### src/rtl/gcn_aggregation.sv
// -----------------------------------------------------------------------------
// gcn_aggregation
//   Combination stage of the GCN datapath. Takes the transformed matrix
//   FM*WM, seeds the per-node aggregate with it (self-loop term), then walks
//   the COO edge list one column per cycle. Each legal edge (s,d), s != d,
//   adds row d into aggregate row s and row s into aggregate row d. done is
//   raised when the walk finishes and is held until start is released.
//
// Ports
//   clk          rising-edge clock
//   reset        asynchronous, active-low reset
//   start        level; FM*WM valid and stable while high
//   fm_wm_in     FEATURE_ROWS x WEIGHT_COLS words of DOT_PROD_WIDTH bits
//   coo_in       {src, dst} node indices (1-based), combinational response
//                to coo_address
//   coo_address  edge column currently being read
//   done         aggregate valid
//   agg_out      registered aggregate, same shape as fm_wm_in
// -----------------------------------------------------------------------------
module gcn_aggregation #(
   parameter int FEATURE_ROWS    = 6,
   parameter int WEIGHT_COLS     = 3,
   parameter int DOT_PROD_WIDTH  = 16,
   parameter int NUM_OF_NODES    = 6,
   parameter int COO_NUM_OF_COLS = 6,
   parameter int COO_BW          = $clog2(COO_NUM_OF_COLS)
) (
   input  logic                                                       clk,
   input  logic                                                       reset,
   input  logic                                                       start,
   input  logic [FEATURE_ROWS-1:0][WEIGHT_COLS-1:0][DOT_PROD_WIDTH-1:0] fm_wm_in,
   input  logic [2*COO_BW-1:0]                                        coo_in,
   output logic [COO_BW-1:0]                                          coo_address,
   output logic                                                       done,
   output logic [FEATURE_ROWS-1:0][WEIGHT_COLS-1:0][DOT_PROD_WIDTH-1:0] agg_out
);

   localparam logic [1:0] S_IDLE = 2'd0;
   localparam logic [1:0] S_INIT = 2'd1;
   localparam logic [1:0] S_EDGE = 2'd2;
   localparam logic [1:0] S_DONE = 2'd3;

   localparam logic [COO_BW-1:0] MAX_NODE  = COO_BW'(NUM_OF_NODES);
   localparam logic [COO_BW-1:0] LAST_EDGE = COO_BW'(COO_NUM_OF_COLS - 1);

   logic [1:0]        state;
   logic [COO_BW-1:0] edge_cnt;

   logic [COO_BW-1:0] src;
   logic [COO_BW-1:0] dst;
   logic [COO_BW-1:0] src_idx;
   logic [COO_BW-1:0] dst_idx;
   logic              edge_valid;

   logic [WEIGHT_COLS-1:0][DOT_PROD_WIDTH-1:0]                      fm_src_row;
   logic [WEIGHT_COLS-1:0][DOT_PROD_WIDTH-1:0]                      fm_dst_row;
   logic [FEATURE_ROWS-1:0][WEIGHT_COLS-1:0][DOT_PROD_WIDTH-1:0]    agg_next;

   // The edge counter is the read address itself.
   assign coo_address = edge_cnt;

   assign src     = coo_in[2*COO_BW-1:COO_BW];
   assign dst     = coo_in[COO_BW-1:0];
   assign src_idx = src - 1'b1;
   assign dst_idx = dst - 1'b1;

   // Index 0 and anything above the node count are padding; s == d is the
   // self-loop, which the INIT seed already covers.
   assign edge_valid = (src != '0) && (dst != '0) &&
                       (src <= MAX_NODE) && (dst <= MAX_NODE) &&
                       (src != dst);

   // Row fetch by compare-and-select so out-of-range indices never address
   // past the matrix.
   always_comb begin
      fm_src_row = '0;
      fm_dst_row = '0;
      for (int unsigned i = 0; i < FEATURE_ROWS; i++) begin
         if (src_idx == COO_BW'(i)) fm_src_row = fm_wm_in[i];
         if (dst_idx == COO_BW'(i)) fm_dst_row = fm_wm_in[i];
      end
   end

   // Because s != d, no row can receive both contributions in one cycle.
   always_comb begin
      agg_next = agg_out;
      if (edge_valid) begin
         for (int unsigned i = 0; i < FEATURE_ROWS; i++) begin
            for (int unsigned j = 0; j < WEIGHT_COLS; j++) begin
               if (src_idx == COO_BW'(i))
                  agg_next[i][j] = agg_out[i][j] + fm_dst_row[j];
               else if (dst_idx == COO_BW'(i))
                  agg_next[i][j] = agg_out[i][j] + fm_src_row[j];
            end
         end
      end
   end

   always_ff @(posedge clk or negedge reset) begin
      if (!reset) begin
         state    <= S_IDLE;
         edge_cnt <= '0;
         done     <= 1'b0;
         agg_out  <= '0;
      end else begin
         case (state)
            S_IDLE: begin
               if (start) state <= S_INIT;
            end
            S_INIT: begin
               agg_out  <= fm_wm_in;
               edge_cnt <= '0;
               state    <= S_EDGE;
            end
            S_EDGE: begin
               agg_out <= agg_next;
               if (edge_cnt == LAST_EDGE) begin
                  edge_cnt <= '0;
                  done     <= 1'b1;
                  state    <= S_DONE;
               end else begin
                  edge_cnt <= edge_cnt + 1'b1;
               end
            end
            S_DONE: begin
               if (!start) begin
                  done  <= 1'b0;
                  state <= S_IDLE;
               end
            end
            default: state <= S_IDLE;
         endcase
      end
   end

endmodule

### config.mk
export PLATFORM = sky130hd
export DESIGN_NAME = gcn_aggregation
export DESIGN_NICKNAME = d
export VERILOG_FILES = /design/src/rtl/gcn_aggregation.sv
export SDC_FILE = /design/constraint.sdc
export NUM_CORES = 2
export LEC_CHECK = 0
export BUFFER_PORTS_ARGS = -buffer_cell sky130_fd_sc_hd__buf_2
export CAP_MARGIN = 20
export CORE_MARGIN = 4
export CORE_UTILIZATION = 30
export CTS_CLUSTER_SIZE = 16
export DETAILED_ROUTE_END_ITERATION = 7
export PLACE_DENSITY = 0.51
export SYNTH_ARGS = -nofsm -noshare
export SYNTH_HDL_FRONTEND = slang
export SYNTH_SLANG_ARGS = --single-unit
### constraint.sdc
create_clock -name clk -period 4.5 [get_ports clk]
set_clock_uncertainty 0.05 [all_clocks]
set_input_delay 0.225 -clock clk [delete_from_list [all_inputs] [get_ports clk]]
set_output_delay 0.225 -clock clk [all_outputs]
set_load 0.01 [all_outputs]
==> summary.md <==
| Metric | Value |
|---|---|
| Status | `finished clean` |
| First DRT Iteration DRCs | `2894` |
| Post-CTS setup buffer count | `0` |
| Leakage Power | `19.1 nW` |
| Fin cells | `6662` |
| CP startpoint kind | `input pin` |
| DRC Markers | `0` |
| Clk pwr share | `12.8%` |
| CTS tree | `yes` |
| Cells along the critical path | `dlygate4sd3_1 -> buf_2 -> mux2i_1 -> a21oi_1 -> o21ai_0 -> o21bai_1 -> o21ai_0 -> buf_4 -> ha_1 -> and3_1 -> a2111oi_4 -> o21ai_1 -> a21oi_2 -> o21ai_1 -> o41ai_2 -> o21ai_1 -> xnor2_1 -> o221ai_1` |
| GRT Total Usage | `29.2%` |
| GRT Residual Overflow | `0` |
| Core area | `109000 µm²` |
| Worst Hold Class | `in -> reg` |
| Crit path buffers/inverters | `3` |
| Final setup viols | `0` |
| Detail-routed via count per cell | `5.45` |
| CTS H-Tree Depth | `2` |
| CP most frequent cell | `o21ai_1` |
| Unrepaired setup endpoints after global routing | `no` |
| CTS Root Cell | `clkbuf_16` |
| Effective utilization at floorplan | `30.2%` |
| Power per cell area | `681 nW/µm²` |
| Cell variety after synth | `80` |
| Detailed-route via count | `36.3k` |
| Dpl hpwl | `141000 µm` |
| Clk Latency, worst-skew pair | `0.63 ns` |
| Slew HR | `32.7%` |
| Logic pwr share | `68.4%` |
| Final nets | `5802` |
| Die width | `339 µm` |
| Vias in the first global route | `35.0k` |
| WL final | `174000 µm` |
| Final worst path period need | `4.19 ns` |
| Ys async rst share | `100%` |
| CP Data Required Time | `4.93 ns` |
| VDD IR max | `0.370 mV` |
| Max-cap violations | `0` |
| Port Buffer Count | `588` |
| Sequential share of power | `18.9%` |
| Final period utilization | `93.2%` |
| Syn Area/Cell | `7.55 µm²` |
| Gpl congestion | `0.971` |
| Placed Instances | `6273` |
| Final Hold Fails | `0` |
| Delay-heaviest family, CP | `compound AO/OA/AOI/OAI gates` |
| Seq/Total Area, Yosys | `22.4%` |
| Synth Warn # | `0` |
| Fillers | `11.4k` |
| Worst path slowest cell | `dlygate4sd3_1` |
| First-pass DRT Iterations | `8` |
| NetSw | `0.0147 W` |
| Synthesized cell area | `32800 µm²` |
| Switching portion of total power | `50.4%` |
| IO Pins | `589` |
| Final Power | `0.0291 W` |
| Std cell rows | `121` |
| Initial antenna violation count | `36` |
| Layout cells sized above 1 | `18.6%` |
| Critical path fanouts, max | `5` |
| Synthesized net count | `4955` |
| Hold buffer count at CTS | `286` |
| Flops & latches, synth | `294` |
| Cts bufs inserted | `46` |
| Maximum buffer depth of the clock tree | `3` |
| Die span in y | `339 µm` |
| Number of flops mapped to enable cells by yosys | `0` |
| CP Class | `in -> reg` |
| Cell count after synthesis | `4346` |
| Clock slew at reported path FFs | `0.05 ns` |
| P&R area growth vs syn | `30.1%` |
| Critical path arrival | `4.63 ns` |
| DIE AREA | `115000 µm²` |
| Wirelength per Cell | `26.1 µm` |
| CP max stage delay | `0.53 ns` |
| Post-CTS Resized | `0` |
| Setup tns final | `0 ns` |
| Measured slew at the worst slew-check pin | `1.01 ns` |
| Most used DFF post-synth | `dfrtp_1` |
| Final ANT Viol Nets | `0` |
| Clock sink total | `294` |
| CP endpoint kind | `register` |
| Max Slew Vio Count | `0` |
| Fmax | `238 MHz` |
| First-pass GRT wire length | `248000 µm` |
| Largest net degree at the start of global routing | `114` |
| P_int | `0.0144 W` |
[per-layer routing]
layer	GRT usage, %	wire length [µm]	up-vias	part of all wire, %
met2	52.4	86100	1358	49
met5	0	150	-	0.086
met3	5.26	11300	345	6.5
met1	33.1	65700	17100	38
li1	-	-	17400	-
met4	14.9	10800	24	6.2
[sequential cells by signal, indices dropped and copies added (netlist names)]
signal       count
agg_out        288
coo_address      3
done             1
state            2
[worst min-delay path: stages]
cell and delay [ns]:
buf_2 0.14, nor2_1 0.10, a311oi_1 0.06, a21o_1 0.14
[area by class of cell]
cell class              count  area [µm²]  area share, %
multi-input cells        3712       24200           56.6
repair buffers           1064        7570           17.7
flip-flops and latches    294        7360           17.2
well taps                1414        1770           4.14
clock buffers              72        1420           3.33
inverters                  75         287          0.671
clock inverters             9        72.6          0.170
diodes                     22        55.1          0.129
[cell usage in the layout, fill, tap and decap left out, types with 19 or more instances in the layout]
master and count:
and2_1 19, diode_2 22, mux2_2 51, a31oi_1 27, or3_1 19, o21ai_0 500
o21bai_1 68, o21ai_1 87, xnor2_1 173, clkbuf_16 49, a21oi_1 489, buf_12 24
dfrtp_1 294, dlygate4sd3_1 286, a221oi_1 49, xor2_1 48, inv_1 74, and3_1 33
a211oi_1 19, a21o_1 63, mux2i_1 263, buf_4 168, o22ai_1 23, o211ai_1 65
nand3_1 37, nor2_1 389, ha_1 293, nand2_1 647, buf_2 581, o21a_1 21
nor3_1 74
[metrics by stage]
step / utilization [%] / setup slack [ns] / hold WS (ns) / instance area (µm²)
detailed placement: 35.2 / 0.0242 / 0.166 / 38300
floorplan: - / 0.284 / -0.121 / 32800
global route: 39.3 / 0.0541 / 0.0538 / 42700
finish: 39.3 / 0.306 / 0.0343 / 42700
CTS: 39.3 / 0.343 / 0.00482 / 42700
global placement: 35.2 / 0.0599 / 0.166 / 38300
[kinds of logic (layout without fill, tap and decap cells)]
group / count (synthesis) / count (layout) / synth area share [%]
AO/OA/AOI/OAI: 1565 / 1565 / 28.9
XOR/XNOR: 221 / 221 / 5.90
adder cells (fa/ha/maj): 312 / 312 / 12.3
buffers and inverters: 340 / 1220 / 4.17
flip-flops: 294 / 294 / 22.4
multiplexers: 314 / 314 / 9.77
other: 0 / 22 / 0
AND/OR/NAND/NOR: 1300 / 1300 / 16.5
[cells in the mapped netlist, drive strengths merged (6+ instances only)]
cell,n,share of area (%)
nand2,647,7.4
o21ai,589,9.0
a21oi,495,7.6
nor2,392,4.5
dfrtp,294,22
ha,294,11
mux2i,263,8.0
clkbuf,197,2.3
xnor2,173,4.6
nor3,76,1.2
inv,75,0.86
o21bai,69,1.6
buf,68,1.1
o211ai,65,1.5
a21o,64,1.5
a221oi,52,1.4
mux2,51,1.7
xor2,48,1.3
nand3,38,0.58
and3,33,0.63
a31oi,32,0.73
o22ai,23,0.44
a211oi,21,0.51
and2,21,0.40
o21a,21,0.48
nor2b,20,0.38
o31ai,19,0.45
or3,19,0.36
fa,18,1.1
a2111oi,13,0.77
nand2b,12,0.23
or2,12,0.23
a311oi,11,0.29
a31o,11,0.29
o41ai,10,0.38
a21boi,9,0.21
a2bb2oi,9,0.24
nand4,9,0.17
a211o,8,0.21
nand3b,7,0.16
nor3b,6,0.14
o221ai,6,0.16
o41a,6,0.21
[power groups by stage]
stage                     Clock [W]  Combinational (W)  Sequential [W]
after global placement            0             0.0195         0.00549
after detailed placement          0             0.0196         0.00551
final                       0.00371             0.0199         0.00549
after global routing        0.00389             0.0220         0.00567
after floorplan                   0             0.0129         0.00567
after CTS                   0.00379             0.0199         0.00548
[path summary, 6_finish.rpt]
kind	from	to	slack [ns]	depth (start not counted)
worst max-delay path	fm_wm_in[68]	agg_out[79]	0.31	18
worst min-delay path	fm_wm_in[286]	agg_out[286]	0.03	4
worst max register to register	agg_out[224]	agg_out[238]	1.18	11
worst min register to register	agg_out[32]	agg_out[32]	0.47	2
max in group asynchronous	reset	agg_out[101]	3.07	3
min in group asynchronous	reset	agg_out[70]	0.10	2
No activity file was read; power rests on OpenSTA's default activity.
